File: src/rtl/jtframe_romload_pkg.sv
`default_nettype none
// ============================================================================
//  Module      : jtframe_romload_pkg
//  Description : Shared types and constants for the ROM download stager.
//  Revision    : 1.0 - initial release
// ============================================================================
package jtframe_romload_pkg;

    // One queued SDRAM byte write: word address, active-low lane mask, byte
    typedef struct packed {
        logic [21:0] addr;
        logic [1:0]  mask;
        logic [7:0]  data;
    } romload_entry_t;

    // FSM encoding kept as plain 2-bit constants for legacy tools
    localparam logic [1:0] ST_IDLE  = 2'd0;
    localparam logic [1:0] ST_WRITE = 2'd1;
    localparam logic [1:0] ST_TAIL  = 2'd2;

    typedef enum logic [1:0] {
        IDLE  = ST_IDLE,
        WRITE = ST_WRITE,
        TAIL  = ST_TAIL
    } romload_st_e;

    // Active-low byte enables: clear bit selects the lane that is written
    localparam logic [1:0] MASK_LO = 2'b10;
    localparam logic [1:0] MASK_HI = 2'b01;

    // Even byte addresses land in the low lane, odd ones in the high lane
    function automatic logic [1:0] byte_mask(input logic odd);
        return odd ? MASK_HI : MASK_LO;
    endfunction

endpackage
`default_nettype wire

File: src/rtl/jtframe_romload_fifo.sv
`default_nettype none
// ============================================================================
//  Module      : jtframe_romload_fifo
//  Description : Small first-word-fall-through FIFO of download entries.
//                A push while full is only accepted if a pop happens in the
//                same cycle.
//  Revision    : 1.0 - initial release
// ============================================================================
module jtframe_romload_fifo
    import jtframe_romload_pkg::*;
#(
    parameter int AW = 2
) (
    input  logic           clk,
    input  logic           rst_n,
    input  logic           push,
    input  romload_entry_t din,
    input  logic           pop,
    output romload_entry_t dout,
    output logic           full,
    output logic           empty
);

    localparam int             c_depth_i = 1 << AW;
    localparam logic [AW:0]    c_depth   = (AW+1)'(c_depth_i);

    romload_entry_t    r_mem [c_depth_i];
    logic [AW-1:0]     r_wr_ptr;
    logic [AW-1:0]     r_rd_ptr;
    logic [AW:0]       r_count;

    logic              w_do_push;
    logic              w_do_pop;

    assign full      = (r_count == c_depth);
    assign empty     = (r_count == '0);
    assign w_do_pop  = pop & ~empty;
    assign w_do_push = push & (~full | w_do_pop);
    assign dout      = r_mem[r_rd_ptr];

    // Storage array; contents need no reset because the pointers gate reads
    always_ff @(posedge clk) begin
        if (w_do_push) begin
            r_mem[r_wr_ptr] <= din;
        end
    end

    // Pointer and occupancy tracking; reset flushes the queue
    always_ff @(posedge clk) begin
        if (!rst_n) begin
            r_wr_ptr <= '0;
            r_rd_ptr <= '0;
            r_count  <= '0;
        end else begin
            if (w_do_push) r_wr_ptr <= r_wr_ptr + 1'b1;
            if (w_do_pop)  r_rd_ptr <= r_rd_ptr + 1'b1;
            if (w_do_push && !w_do_pop) begin
                r_count <= r_count + 1'b1;
            end else if (w_do_pop && !w_do_push) begin
                r_count <= r_count - 1'b1;
            end
        end
    end

endmodule
`default_nettype wire

File: src/rtl/jtframe_romload.sv
`default_nettype none
// ============================================================================
//  Module      : jtframe_romload
//  Description : Converts the ioctl byte stream into SDRAM byte writes.
//                Strips the header, range-checks against ROM_END, queues
//                entries, hands them to the SDRAM port and keeps dwnld_busy
//                up until everything is committed plus a settle tail.
//  Revision    : 1.0 - initial release
// ============================================================================
module jtframe_romload
    import jtframe_romload_pkg::*;
#(
    parameter int          HEADER      = 0,
    parameter logic [22:0] ROM_END     = 23'h40_0000,
    parameter int          FIFO_AW     = 2,
    parameter int          POST_CYCLES = 16
) (
    input  logic        clk_rom,
    input  logic        rst_n,
    input  logic        downloading,
    input  logic [22:0] ioctl_addr,
    input  logic [7:0]  ioctl_data,
    input  logic        ioctl_wr,
    input  logic        sdram_ack,
    output logic [21:0] prog_addr,
    output logic [7:0]  prog_data,
    output logic [1:0]  prog_mask,
    output logic        prog_we,
    output logic        dwnld_busy,
    output logic        overflow
);

    localparam logic [22:0]          c_header = 23'(HEADER);
    localparam int                   c_cnt_w  = (POST_CYCLES > 0) ? $clog2(POST_CYCLES + 1) : 1;
    localparam logic [c_cnt_w-1:0]   c_post   = c_cnt_w'(POST_CYCLES);

    logic [1:0]          r_state;
    logic [c_cnt_w-1:0]  r_cnt;
    logic                r_committed;
    logic                r_dl_q;

    logic [22:0]         w_rel;
    logic                w_accept;
    logic                w_ack;
    logic                w_pop;
    logic                w_lost;
    logic                w_dl_rise;
    logic                w_full;
    logic                w_empty;
    romload_entry_t      w_in_entry;
    romload_entry_t      w_head;

    assign w_rel      = ioctl_addr - c_header;
    assign w_accept   = downloading & ioctl_wr & (ioctl_addr >= c_header) & (w_rel < ROM_END);
    assign w_in_entry = '{addr: w_rel[22:1], mask: byte_mask(w_rel[0]), data: ioctl_data};
    assign w_ack      = sdram_ack & prog_we;
    // Outside WRITE the head is taken as soon as it exists; in WRITE only on ack
    assign w_pop      = ~w_empty & ((r_state != ST_WRITE) | w_ack);
    assign w_lost     = w_accept & w_full & ~w_pop;
    assign w_dl_rise  = downloading & ~r_dl_q;
    assign dwnld_busy = downloading | ~w_empty | (r_state != ST_IDLE);

    jtframe_romload_fifo #(
        .AW     (FIFO_AW)
    ) u_fifo (
        .clk    (clk_rom),
        .rst_n  (rst_n),
        .push   (w_accept),
        .din    (w_in_entry),
        .pop    (w_pop),
        .dout   (w_head),
        .full   (w_full),
        .empty  (w_empty)
    );

    // Edge detector for the start of a download window
    always_ff @(posedge clk_rom) begin
        if (!rst_n) r_dl_q <= 1'b0;
        else        r_dl_q <= downloading;
    end

    // Sticky overflow; a byte lost in the same cycle as a new window still counts
    always_ff @(posedge clk_rom) begin
        if (!rst_n)         overflow <= 1'b0;
        else if (w_lost)    overflow <= 1'b1;
        else if (w_dl_rise) overflow <= 1'b0;
    end

    // Write port: every pop loads a fresh entry, an ack with nothing queued drops the request
    always_ff @(posedge clk_rom) begin
        if (!rst_n) begin
            prog_addr <= '0;
            prog_data <= '0;
            prog_mask <= 2'b11;
            prog_we   <= 1'b0;
        end else if (w_pop) begin
            prog_addr <= w_head.addr;
            prog_data <= w_head.data;
            prog_mask <= w_head.mask;
            prog_we   <= 1'b1;
        end else if (w_ack) begin
            prog_we   <= 1'b0;
        end
    end

    // Sequencer: IDLE/WRITE/TAIL plus the settle counter and committed flag
    always_ff @(posedge clk_rom) begin
        if (!rst_n) begin
            r_state     <= ST_IDLE;
            r_cnt       <= '0;
            r_committed <= 1'b0;
        end else begin
            if (w_dl_rise) r_committed <= 1'b0;
            if (w_ack)     r_committed <= 1'b1;
            case (r_state)
                ST_IDLE: begin
                    if (!w_empty) begin
                        r_state <= ST_WRITE;
                    end else if (!downloading && r_committed) begin
                        r_state <= ST_TAIL;
                        r_cnt   <= '0;
                    end
                end
                ST_WRITE: begin
                    if (w_ack && w_empty) begin
                        r_state <= downloading ? ST_IDLE : ST_TAIL;
                        r_cnt   <= '0;
                    end
                end
                ST_TAIL: begin
                    // Counting 0..POST_CYCLES makes busy drop POST_CYCLES+1 edges after the last ack
                    if (!w_empty) begin
                        r_state <= ST_WRITE;
                    end else if (r_cnt == c_post) begin
                        r_state     <= ST_IDLE;
                        r_committed <= 1'b0;
                    end else begin
                        r_cnt <= r_cnt + 1'b1;
                    end
                end
                default: begin
                    r_state <= ST_IDLE;
                end
            endcase
        end
    end

endmodule
`default_nettype wire

File: config.mk
export PLATFORM = sky130hd
export DESIGN_NAME = jtframe_romload
export DESIGN_NICKNAME = d
export VERILOG_FILES = /design/src/rtl/jtframe_romload_pkg.sv /design/src/rtl/jtframe_romload_fifo.sv /design/src/rtl/jtframe_romload.sv
export SDC_FILE = /design/constraint.sdc
export NUM_CORES = 1
export LEC_CHECK = 0
export ABC_AREA = 1
export CAP_MARGIN = 5
export CORE_MARGIN = 5
export CORE_UTILIZATION = 40
export DETAILED_ROUTE_END_ITERATION = 7
export PLACE_DENSITY_LB_ADDON = 0.3
export SLEW_MARGIN = 20
export SYNTH_ARGS = -nofsm -noshare
export SYNTH_HDL_FRONTEND = slang
export SYNTH_HIERARCHICAL = 1
export SYNTH_SLANG_ARGS = --single-unit
File: constraint.sdc
create_clock -name clk_rom -period 4.5 [get_ports clk_rom]
set_input_delay 1.125 -clock clk_rom [delete_from_list [all_inputs] [get_ports clk_rom]]
set_output_delay 1.125 -clock clk_rom [all_outputs]
set_load 0.02 [all_outputs]
==> summary.md <==
| Metric | Value |
|---|---|
| Status | `finished, final reports clean` |
| Synth top area cells | `edfxtp_1 (55%), dfxtp_1 (15%), nor2_1 (7.9%)` |
| Max incr delay on CP | `0.53 ns` |
| GRT overflow | `0` |
| Clk pwr share | `between 20 and 30%` |
| Netlist Area Pre-Place | `7005 sq um` |
| Gate power share | `31.4%` |
| Initial Util | `40.64%` |
| Synthesized Nets | `660` |
| CTS tree | `yes` |
| Nets | `727` |
| Post-synthesis sequential area ratio | `69.73%` |
| Fin crit share | `79.80%` |
| Layout Utilization | `between 40% and 50%` |
| Fmax | `278.5 MHz` |
| Most numerous cell in the Yosys netlist | `nor2_1` |
| Clock Skew | `0.007645 ns` |
| Drt pass-1 iters | `5` |
| Netlist cell types | `30` |
| Clock sinks | `180` |
| Hpwl dp | `8800 um` |
| Crit. End Element | `primary output` |
| Unrepaired setup endpoints after global routing | `false` |
| Routed WL per cell | `15.93 um` |
| Via count | `4,664` |
| Most used DFF post-synth | `edfxtp_1` |
| Total CTS buffers | `17` |
| Worst EP arrival | `2.47 ns` |
| Clock root cell | `clkbuf_16` |
| Slew headroom | `47.55%` |
| Power per standard cell area | `620.8 nW/um^2` |
| Gp weighted congestion | `around 0.79` |
| Vias per cell | `5.064` |
| Hold Crit Class | `reg -> reg` |
| Worst vdd ir | `0.3605 mV` |
| Seq pwr share | `40.7%` |
| Share of the synthesized area in the top cell type | `54.87%` |
| Initial antenna violation count | `0` |
| Worst-Margin Slew | `0.7867 ns` |
| Fin. Hold Viols | `0` |
| Pins Over Slew Limit | `0` |
| Pin count of the biggest net entering global routing | `65` |
| CP delay by family, top | `buffers and inverters` |
| Max_cap viols | `0` |
| I/O Buffers | `70` |
| Yosys reg bits | `180` |
| Max Used Layer | `met4` |
| Inserted Diodes | `0` |
| Startpoint types | `primary input` |
| Adder-cell share of the synthesized area | `1.536%` |
| Area growth, synth to finish | `21.31%` |
| CP Max Fanout | `6` |
| Critical path required time | `about 3.4 ns` |
| # setup viols final | `0` |
| Fraction of registers with async set/reset | `0%` |
| Fraction of layout cells with a size suffix above 1 | `~7.6%` |
| Mux share of post-synthesis cell area | `0%` |
| CTS Hold Buffers Added | `0` |
| DRT Wirelength | `14,670 um` |
| Die H | `142.3 um` |
| NetSw | `0.001811 W` |
| Met1 WL | `6556 um` |
| Setup repair bufs after CTS | `0` |
| Global Route Usage Sum | `14.77%` |
| First-pass GRT wire length | `23,270 um` |
| Area fraction in compound gates after synthesis | `11.27%` |
| Setup slack, reg-to-reg | `approximately 1.8 ns` |
| CORE AREA | `17,240 sq um` |
| Gate Count Post-Synth | `616` |
| Clk slew on worst S/H paths | `about 0.060 ns` |
| Routed wl met3 | `741 um` |
| Die width | `142.3 um` |
| Synth top cells by count | `nor2_1 (148), edfxtp_1 (128), o21ai_0 (69)` |
| Io pins | `about 70` |
| Met2 WL post-DR | `7235 um` |
| Number of enable flip-flop cells after synthesis | `128` |
| Post-Synth Simple-Gate Area | `12.32%` |
| Setup_tns | `0 ns` |
| Residual DRC | `0` |
| Die Area | `20,260 sq um` |
| Worst path cell trace | `clkdlybuf4s50_1 > or2_2 > clkdlybuf4s50_1` |
| Resized Gates After CTS | `0` |
| Clock latency on the worst-skew pair | `0.42 ns` |
| Average size of a mapped cell | `11.37 sq um` |
| Setup CP Type | `in -> out` |
| # rows | `48` |
| Fin crit period | `3.591 ns` |
| Clk buf depth | `2` |
| Leakage | `a little over 3 nW` |
| Synth Warn # | `6` |
| DRT antenna net count | `0` |
| Area leader, netlist | `edfxtp_1` |
| CP dominant cell by count | `clkdlybuf4s50_1` |
| Sw frac | `34.33%` |
| Number of global-route vias before repair | `4,539` |
| Crit path max-delay cell type | `clkdlybuf4s50_1` |
| Initial detailed-routing violation count | `423` |
| Worst Path Buf+Inv | `2` |
| Largest family of logic cells by synthesized area | `simple AND/OR/NAND/NOR gates` |
| H-tree depth | `4` |
| Int Pwr | `0.003464 W` |
| Post-synthesis xor/xnor area fraction | `0.1250%` |
[per-layer routing]
| layer | vias up | track usage, % |
|---|---|---|
| li1 | 2291 | - |
| met1 | 2238 | 18.87 |
| met2 | 124 | 24.70 |
| met3 | 11 | 4.066 |
| met4 | 0 | 4.452 |
| met5 | - | 0 |
[power groups by stage]
stage                     sequential (W)  combinational, W  clock, W
after floorplan                  0.00230          0.000996         0
after global placement           0.00218           0.00163         0
after detailed placement         0.00219           0.00166         0
after CTS                        0.00216           0.00167   0.00150
after global routing             0.00218           0.00185   0.00158
final                            0.00215           0.00166   0.00147
[cell type report]
type	instances	area, sq um
fillers	1495	8738
inverters	36	143.9
repair buffers	77	798.3
well taps	225	281.5
flip-flops and latches	180	4886
clock buffers	19	432.9
multi-input cells	371	1799
clock inverters	13	156.4
[kinds of logic (layout without fill, tap and decap cells)]
family,after synthesis,after routing
simple gates,216,216
flops,180,180
compound gates,146,146
buf+inv,65,145
fa+ha+maj,8,8
xor+xnor,1,1
[placed cells by master (no fill, tap or decap), types with 3 or more instances in the layout]
| master | count |
|---|---|
| clkinvlp_4 | 3 |
| bufinv_16 | 3 |
| buf_12 | 4 |
| inv_1 | 30 |
| o21ai_0 | 69 |
| o21ai_1 | 29 |
| nor2_4 | 5 |
| inv_2 | 4 |
| nor2_1 | 144 |
| clkinv_2 | 3 |
| dfxtp_1 | 51 |
| ha_1 | 7 |
| o22ai_1 | 32 |
| nand3_1 | 17 |
| edfxtp_1 | 128 |
| a21oi_1 | 12 |
| clkdlybuf4s50_1 | 69 |
| nor3_1 | 4 |
| clkbuf_16 | 17 |
| nand2_1 | 40 |
| buf_4 | 3 |
[flip-flops by register name, summed over array words and instances (netlist names), 2 cells and up, named ones only]
name	count
u_fifo/r_mem	128
u_fifo/r_rd_ptr	2
prog_mask	2
r_cnt	5
u_fifo/r_wr_ptr	2
prog_data	8
r_state	2
u_fifo/r_count	3
prog_addr	22
[tightest hold or removal path: stages (launching register included)]
cell and delay [ns]:
dfxtp_1 0.33, nand2_1 0.05, nand3_1 0.05
[metrics by stage]
stage               cells  setup WS (ns)  instance area, sq um  power, W  hold slack, ns
finish                921         0.9088                  8498  0.005275          0.4655
global route          921         0.8768                  8498  0.005606          0.4933
CTS                   921         0.9063                  8498  0.005330          0.4749
detailed placement    889         0.8504                  7909  0.003853          0.4578
global placement      889         0.9146                  7909  0.003807          0.4608
floorplan             616         0.7137                  7005  0.003301          0.4517
[path summary, 6_finish.rpt]
path / start / endpoint / cells after the start
max: downloading / dwnld_busy / 3
min: prog_mask[0]$_SDFFE_PN1P_ / prog_mask[0]$_SDFFE_PN1P_ / 2
max reg2reg: u_fifo/r_count[0]$_SDFFE_PN0P_ / u_fifo/r_count[2]$_SDFFE_PN0P_ / 17
min reg2reg: prog_mask[0]$_SDFFE_PN1P_ / prog_mask[0]$_SDFFE_PN1P_ / 2
Note: power is estimated with default switching activity, not from simulation.
